### src/rtl/pwm_duty_controller_if.sv
// Control/status bundle between the duty sequencer and its requester/comparator.
// The master drives enable and duty requests; the slave returns ack, sawtooth, duty and status.
interface pwm_duty_controller_if #(
    parameter int WIDTH = 10
);
    logic             enable;
    logic             duty_req;
    logic [WIDTH-1:0] duty_in;
    logic             duty_ack;
    logic [WIDTH-1:0] count;
    logic [WIDTH-1:0] duty;
    logic             period_start;
    logic             busy;

    modport master (
        output enable, duty_req, duty_in,
        input  duty_ack, count, duty, period_start, busy
    );

    modport slave (
        input  enable, duty_req, duty_in,
        output duty_ack, count, duty, period_start, busy
    );
endinterface

### src/rtl/pwm_duty_controller.sv
// PWM sequencer: free-running sawtooth plus a duty value that only changes at period wraps.
// Define PWM_SOFTSTART_EN to ramp duty by STEP per period; otherwise duty jumps to target.
module pwm_duty_controller #(
    parameter int WIDTH    = 10,
    parameter int STEP     = 8,
    parameter int PRESCALE = 1
) (
    input  logic                 clk,
    input  logic                 reset,
    pwm_duty_controller_if.slave bus
);
    localparam int               PW       = (PRESCALE > 1) ? $clog2(PRESCALE) : 1;
    localparam logic [PW-1:0]    PRE_LAST = PW'(PRESCALE - 1);
    localparam logic [WIDTH-1:0] CNT_MAX  = '1;

    typedef enum logic [1:0] {IDLE, RAMP, HOLD} state_t;

    state_t           state_q, state_d;
    logic [PW-1:0]    presc_q, presc_d;
    logic [WIDTH-1:0] count_q, count_d;
    logic [WIDTH-1:0] duty_q, duty_d;
    logic [WIDTH-1:0] target_q, target_d;
    logic             duty_ack_q, duty_ack_d;
    logic             period_start_q, period_start_d;
    logic             busy;
    logic             tick;
    logic             wrap;
    logic [WIDTH-1:0] ramp_duty;

    assign tick = (state_q != IDLE) && (presc_q == PRE_LAST);
    assign wrap = tick && (count_q == CNT_MAX);

    always_ff @(posedge clk or posedge reset) begin
        if (reset) begin
            state_q        <= IDLE;
            presc_q        <= '0;
            count_q        <= '0;
            duty_q         <= '0;
            target_q       <= '0;
            duty_ack_q     <= 1'b0;
            period_start_q <= 1'b0;
        end else begin
            state_q        <= state_d;
            presc_q        <= presc_d;
            count_q        <= count_d;
            duty_q         <= duty_d;
            target_q       <= target_d;
            duty_ack_q     <= duty_ack_d;
            period_start_q <= period_start_d;
        end
    end

    always_comb begin
        state_d = state_q;
        if (!bus.enable) begin
            state_d = IDLE;
        end else begin
            case (state_q)
                IDLE:    state_d = (target_q != '0) ? RAMP : HOLD;
                RAMP:    if (duty_q == target_q) state_d = HOLD;
                HOLD:    if (target_q != duty_q) state_d = RAMP;
                default: state_d = IDLE;
            endcase
        end
    end

    always_comb begin
        busy = (state_q == RAMP);
    end

`ifdef PWM_SOFTSTART_EN
    localparam logic [WIDTH:0] STEP_W = (WIDTH + 1)'(STEP);
    logic [WIDTH:0] duty_ext;
    logic [WIDTH:0] tgt_ext;
    logic [WIDTH:0] up_ext;

    // Widened compares keep both saturating directions free of wrap/underflow.
    always_comb begin
        duty_ext  = {1'b0, duty_q};
        tgt_ext   = {1'b0, target_q};
        up_ext    = duty_ext + STEP_W;
        ramp_duty = target_q;
        if (tgt_ext > duty_ext) begin
            ramp_duty = (up_ext > tgt_ext) ? target_q : up_ext[WIDTH-1:0];
        end else if (duty_ext >= tgt_ext + STEP_W) begin
            ramp_duty = duty_q - STEP_W[WIDTH-1:0];
        end
    end
`else
    always_comb begin
        ramp_duty = target_q;
    end
`endif

    // Target updates every cycle, but the wrap edge reads target_q, so a same-cycle
    // request only takes effect at the following boundary.
    always_comb begin
        presc_d        = presc_q;
        count_d        = count_q;
        duty_d         = duty_q;
        period_start_d = 1'b0;
        target_d       = bus.duty_req ? bus.duty_in : target_q;
        duty_ack_d     = bus.duty_req;
        if (state_q == IDLE || !bus.enable) begin
            presc_d = '0;
            count_d = '0;
            duty_d  = '0;
        end else begin
            presc_d = (presc_q == PRE_LAST) ? '0 : presc_q + 1'b1;
            if (tick) count_d = count_q + 1'b1;
            if (wrap) begin
                period_start_d = 1'b1;
                if (state_q == RAMP) duty_d = ramp_duty;
            end
        end
    end

    assign bus.duty_ack     = duty_ack_q;
    assign bus.count        = count_q;
    assign bus.duty         = duty_q;
    assign bus.period_start = period_start_q;
    assign bus.busy         = busy;
endmodule

### src/flat_wrapper.sv
// flat-port wrapper written by rule: the top's interface ports become plain ports
module pwm_duty_controller_flat 
#(
    parameter int WIDTH    = 10,
    parameter int STEP     = 8,
    parameter int PRESCALE = 1
)
  (clk, reset, bus_enable, bus_duty_req, bus_duty_in, bus_duty_ack, bus_count, bus_duty, bus_period_start, bus_busy);
  pwm_duty_controller_if #(.WIDTH(WIDTH)) bus_i ();
  input  logic clk;
  input  logic reset;
  input wire logic [$bits(bus_i.enable)-1:0] bus_enable;
  input wire logic [$bits(bus_i.duty_req)-1:0] bus_duty_req;
  input wire logic [$bits(bus_i.duty_in)-1:0] bus_duty_in;
  output wire logic [$bits(bus_i.duty_ack)-1:0] bus_duty_ack;
  output wire logic [$bits(bus_i.count)-1:0] bus_count;
  output wire logic [$bits(bus_i.duty)-1:0] bus_duty;
  output wire logic [$bits(bus_i.period_start)-1:0] bus_period_start;
  output wire logic [$bits(bus_i.busy)-1:0] bus_busy;
  assign bus_i.enable = bus_enable;
  assign bus_i.duty_req = bus_duty_req;
  assign bus_i.duty_in = bus_duty_in;
  assign bus_duty_ack = bus_i.duty_ack;
  assign bus_count = bus_i.count;
  assign bus_duty = bus_i.duty;
  assign bus_period_start = bus_i.period_start;
  assign bus_busy = bus_i.busy;
  pwm_duty_controller #(.WIDTH(WIDTH), .STEP(STEP), .PRESCALE(PRESCALE)) u_core (.clk(clk), .reset(reset), .bus(bus_i));
endmodule
### config.mk
export PLATFORM = sky130hd
export DESIGN_NAME = pwm_duty_controller_flat
export DESIGN_NICKNAME = d
export VERILOG_FILES = /design/src/rtl/pwm_duty_controller_if.sv /design/src/rtl/pwm_duty_controller.sv /design/src/flat_wrapper.sv
export SDC_FILE = /design/constraint.sdc
export NUM_CORES = 1
export LEC_CHECK = 0
export ABC_AREA = 0
export CAP_MARGIN = 20
export CORE_MARGIN = 4
export CORE_UTILIZATION = 52
export CTS_CLUSTER_SIZE = 25
export DETAILED_ROUTE_END_ITERATION = 7
export GPL_TIMING_DRIVEN = 0
export PLACE_DENSITY = 0.83
export SLEW_MARGIN = 20
export SYNTH_ARGS = -nofsm -noshare
export SYNTH_HDL_FRONTEND = slang
export SYNTH_SLANG_ARGS = --single-unit
export TNS_END_PERCENT = 100
### constraint.sdc
create_clock -name clk -period 3.7 [get_ports clk]
set_clock_uncertainty 0.2 [all_clocks]
set_input_delay 0.925 -clock clk [delete_from_list [all_inputs] [get_ports clk]]
set_output_delay 0.925 -clock clk [all_outputs]
set_load 0.02 [all_outputs]
* Word-level counts from Yosys, hierarchy flattened
Cells that the tools add are included.
** Word-level totals
- Logic and storage cells :: 43
- Input port bits :: 14
- Bits in registers :: 35
** Cells by class
- Reduce and logical (&&, ||, !) cells :: 12
- Add/sub/neg operators :: 2
- Equality and inequality tests :: 7
- Mux-type cells :: 14
- Bitwise gates (word level) :: 1
** Operators with widths (number)
- $mux 10 :: 5
- $add 10x1->10 const B :: 1
- $eq 10x10->1 :: 1
- $eq 10x10->1 const B :: 1
- $ne 10x10->1 :: 1
- $reduce_bool 10->1 :: 1
- $mux 2 :: 4
- $reduce_bool 2->1 :: 4
- $ne 3x2->1 const B :: 2
- $pmux 2 s3 :: 1
- $mux 1 :: 4
- $reduce_and 2->1 :: 2
- $eq 2x1->1 const B :: 1
- $eq 2x2->1 const B :: 1
- $logic_and 1x1->1 :: 2
- $logic_not 2->1 :: 1
- $add 1x1->1 const B :: 1
- $logic_not 1->1 :: 1
- $logic_or 1x1->1 :: 1
- $not 1->1 :: 1

* Depth between registers and ports, before layout
- Depth after elaboration :: 5
- Depth in mapped cells :: 5
- Depth with buffers taken out :: 5

* Worst setup path before layout
No wires, ideal clock.
- Path kind :: in2reg
- Start :: in bus_duty_req
- End :: reg u_core.target_q[0] (netlist: u_core.ramp_duty[0])
- Required time :: 3.375 ns
- Arrival :: 1.607 ns
- Path buffers :: 1
- Cell stages on the path :: 2
- Path slack :: 1.768 ns
- Cells stage by stage :: clkbuf_1 -> mux2_2
** RTL lines
- start, declared :: RTL line flat_wrapper.sv:13 : input wire logic [$bits(bus_i.duty_req)-1:0] bus_duty_req;
- end signal, assigned :: RTL line pwm_duty_controller.sv:47 : target_q <= target_d;
- end, declared :: RTL line pwm_duty_controller.sv:22 : logic [WIDTH-1:0] target_q, target_d;
No word-level cell between the ends.

* Final worst setup path
- Start :: reg u_core.state_q[1]
- End :: out bus_busy
** Between the ends
- Cells in the longest elaborated chain, start to end :: 1
** Ends and longest elaborated chain
- start, declared :: RTL line pwm_duty_controller.sv:18 : state_t state_q, state_d;
- start signal, assigned :: RTL line pwm_duty_controller.sv:43 : state_q <= state_d;
- $eq 2x1->1 :: RTL line pwm_duty_controller.sv:68 : busy = (state_q == RAMP);
- end, declared :: RTL line flat_wrapper.sv:19 : output wire logic [$bits(bus_i.busy)-1:0] bus_busy;
No other way between the ends.

==> run metrics <==
critical-path cell list and2b_4 -> clkdlybuf4s50_1; Mapped Cells 122; Final Max Tran Viols 0; First DRT Iteration DRCs 33; CORE AREA 2780 um2; fin crit share 0.772; outcome completed; Final #Nets between 150 and 200; die area 3870 um2; Cell Pwr Density approximately 330 nW/um2; Post-synth ARST share 1.00; clk root buf clkbuf_4; worst hold slack 339 ps; Critical Path RT 2570 ps; IR drop worst, VDD 0.295 mV; Hold Violations, Final 0; Max-Slew Margin vs Limit 0.540; Worst path slowest cell clkdlybuf4s50_1; post-synth cell types 29; register area 851 um2; worst-case clock buffer depth 2; Post-CTS Setup Repair Bufs 0; max cap viols 0; most common cell after layout, fill and taps aside clkdlybuf4s50_1; post_cts resized 0; largest net degree at the start of global routing 35; cell taking the most area after synthesis dfrtp_1; CTS buffer count 5; total grt overflow 0; first-pass GRT wire length 5.52 mm; most frequent cells in the layout 36 x clkdlybuf4s50_1, 34 x dfrtp_1, 11 x xor2_1; WP data arrival 1730 ps; maximum fanout along the worst path 6; PortBufs 36; critical path capture point type output pin; proportion of layout cells with a drive suffix above 1 0.139; hold path startpoint u_core.bus.count[0]; Final WS setup 842 ps; Routed WL 3.19 mm; Post-synth EDFFs 0; CTS tree yes; initial core utilization 0.549; Top Metal Used met4; met1 wire length 1.36 mm; WL per Instance roughly 16 um; routability congestion estimate 0.789; Final Setup Violations 0; RSZ-0062 raised after global routing no; chip width 62.2 um; Syn. warnings 0; Achievable Freq 350 MHz; DP HPWL about 2.3 mm; clock-pin slew on the worst setup and hold paths 100 ps; Multi-input gate area about 650 um2; I/O pin count 37; DRT Pass-1 Iters 4; post-synthesis net count 137; Vias/cell 5.68; WS Path Type reg -> out; CP Launch Point u_core.state_q[1]; WL met2 around 1.6 mm; number of global-route vias before repair 1189; Avg Synthesized Cell Area 12.5 um2; H-tree level count 2; CP Buf/Inv Count 1; initial antenna violation count 0; Die Y-Extent 62.2 um; number of synthesized register bits 34; area fraction of the dominant cell type after synthesis 0.557; diodes inserted 0; Vias 1113; filler instances 221; RR Startpoint u_core.bus.count[0]; Clk Latency, worst-skew pair around 330 ps; Setup TNS 0 ps; cell area after synthesis 1530 um2; sequential fraction of the synthesis area 0.557; family with the most delay on the worst path buffers and inverters; cts hold-fix bufs 0; Worst-Margin Slew 689 ps; Hold Crit Class reg -> reg; crit path launch type flop; top cells by area, synth dfrtp_1 56%, mux2_2 7.4%, xor2_1 6.3%; Global Route Usage Sum 0.179; Most used DFF post-synth dfrtp_1; Final min period 2860 ps; clock sink count 34; WL met3 180 um; CP peak stage delay 620 ps; # rows 19; DP Worst Slack 983 ps; synthesis-to-layout area growth 29.1%; LEAKAGE 0.817 nW; DRC viols 0; remaining antenna violation count after routing 0
## per-layer routing
metal,track usage,vias to the layer above
met5,0,-
met4,0.106,0
met3,0.0595,9
met2,0.304,31
met1,0.189,550
li1,-,523
## flip-flops by register name, summed over array words and instances (netlist names)
signal and count:
u_core.bus.count 10, u_core.bus.duty 10, u_core.bus.duty_ack 1, u_core.bus.period_start 1, u_core.ramp_duty 10, u_core.state_q 2
## stage by stage
| step | cell area (um2) | util | instances | power [mW] |
|---|---|---|---|---|
| floorplan | 1530 | - | 122 | 0.444 |
| global placement | 1930 | 0.693 | 189 | 0.471 |
| detailed placement | 1930 | 0.693 | 189 | 0.475 |
| CTS | 1970 | 0.709 | 196 | 0.662 |
| global route | 1970 | 0.709 | 196 | 0.688 |
| finish | 1970 | 0.709 | 196 | 0.656 |
## synth_stat cells, drive strengths merged, types with 2 or more instances
| master | n |
|---|---|
| a21oi | 2 |
| a22o | 10 |
| clkbuf | 2 |
| dfrtp | 34 |
| inv | 4 |
| mux2 | 10 |
| nand2 | 4 |
| nand3 | 4 |
| nand4 | 4 |
| nor2 | 11 |
| nor3 | 2 |
| nor4 | 6 |
| o21ai | 3 |
| or3 | 2 |
| xnor2 | 5 |
| xor2 | 11 |
## path summary, 6_finish.rpt
kind / endpoint / slack, ps / cells past startpoint
max in group asynchronous: u_core.ramp_duty[5] / 2050 / 2
worst max register to register: u_core.bus.duty[7] / 1700 / 4
worst min register to register: u_core.bus.count[0] / 340 / 1
worst min-delay path: u_core.bus.count[0] / 340 / 1
min in group asynchronous: u_core.bus.count[7] / 810 / 2
worst max-delay path: bus_busy / 840 / 2
## cells by family after synthesis
kind of cell,Yosys count,synth area share
AOI/OAI and AO/OA,18,0.104
adders and majority gates,1,0.00819
xor gates and xnor gates,16,0.0917
and+or+nand+nor,37,0.151
muxes,10,0.0737
DFF,34,0.557
buffers and inverters,6,0.0147
## where the power goes
part / switching [mW] / leakage (nW) / internal (mW)
logic: 0.0302 / 0.345 / 0.0349
clock network: 0.119 / 0.0254 / 0.0716
registers: 0.0169 / 0.447 / 0.384
## final cells by class
cell class	count	share of cell area
buffer	2	0.00381
clock buffer	7	0.0228
inverter	4	0.00761
multi-input combinational	82	0.332
sequential	34	0.431
tap	31	0.0197
timing repair buffer	36	0.183
No activity file was read; power rests on OpenSTA's default activity.
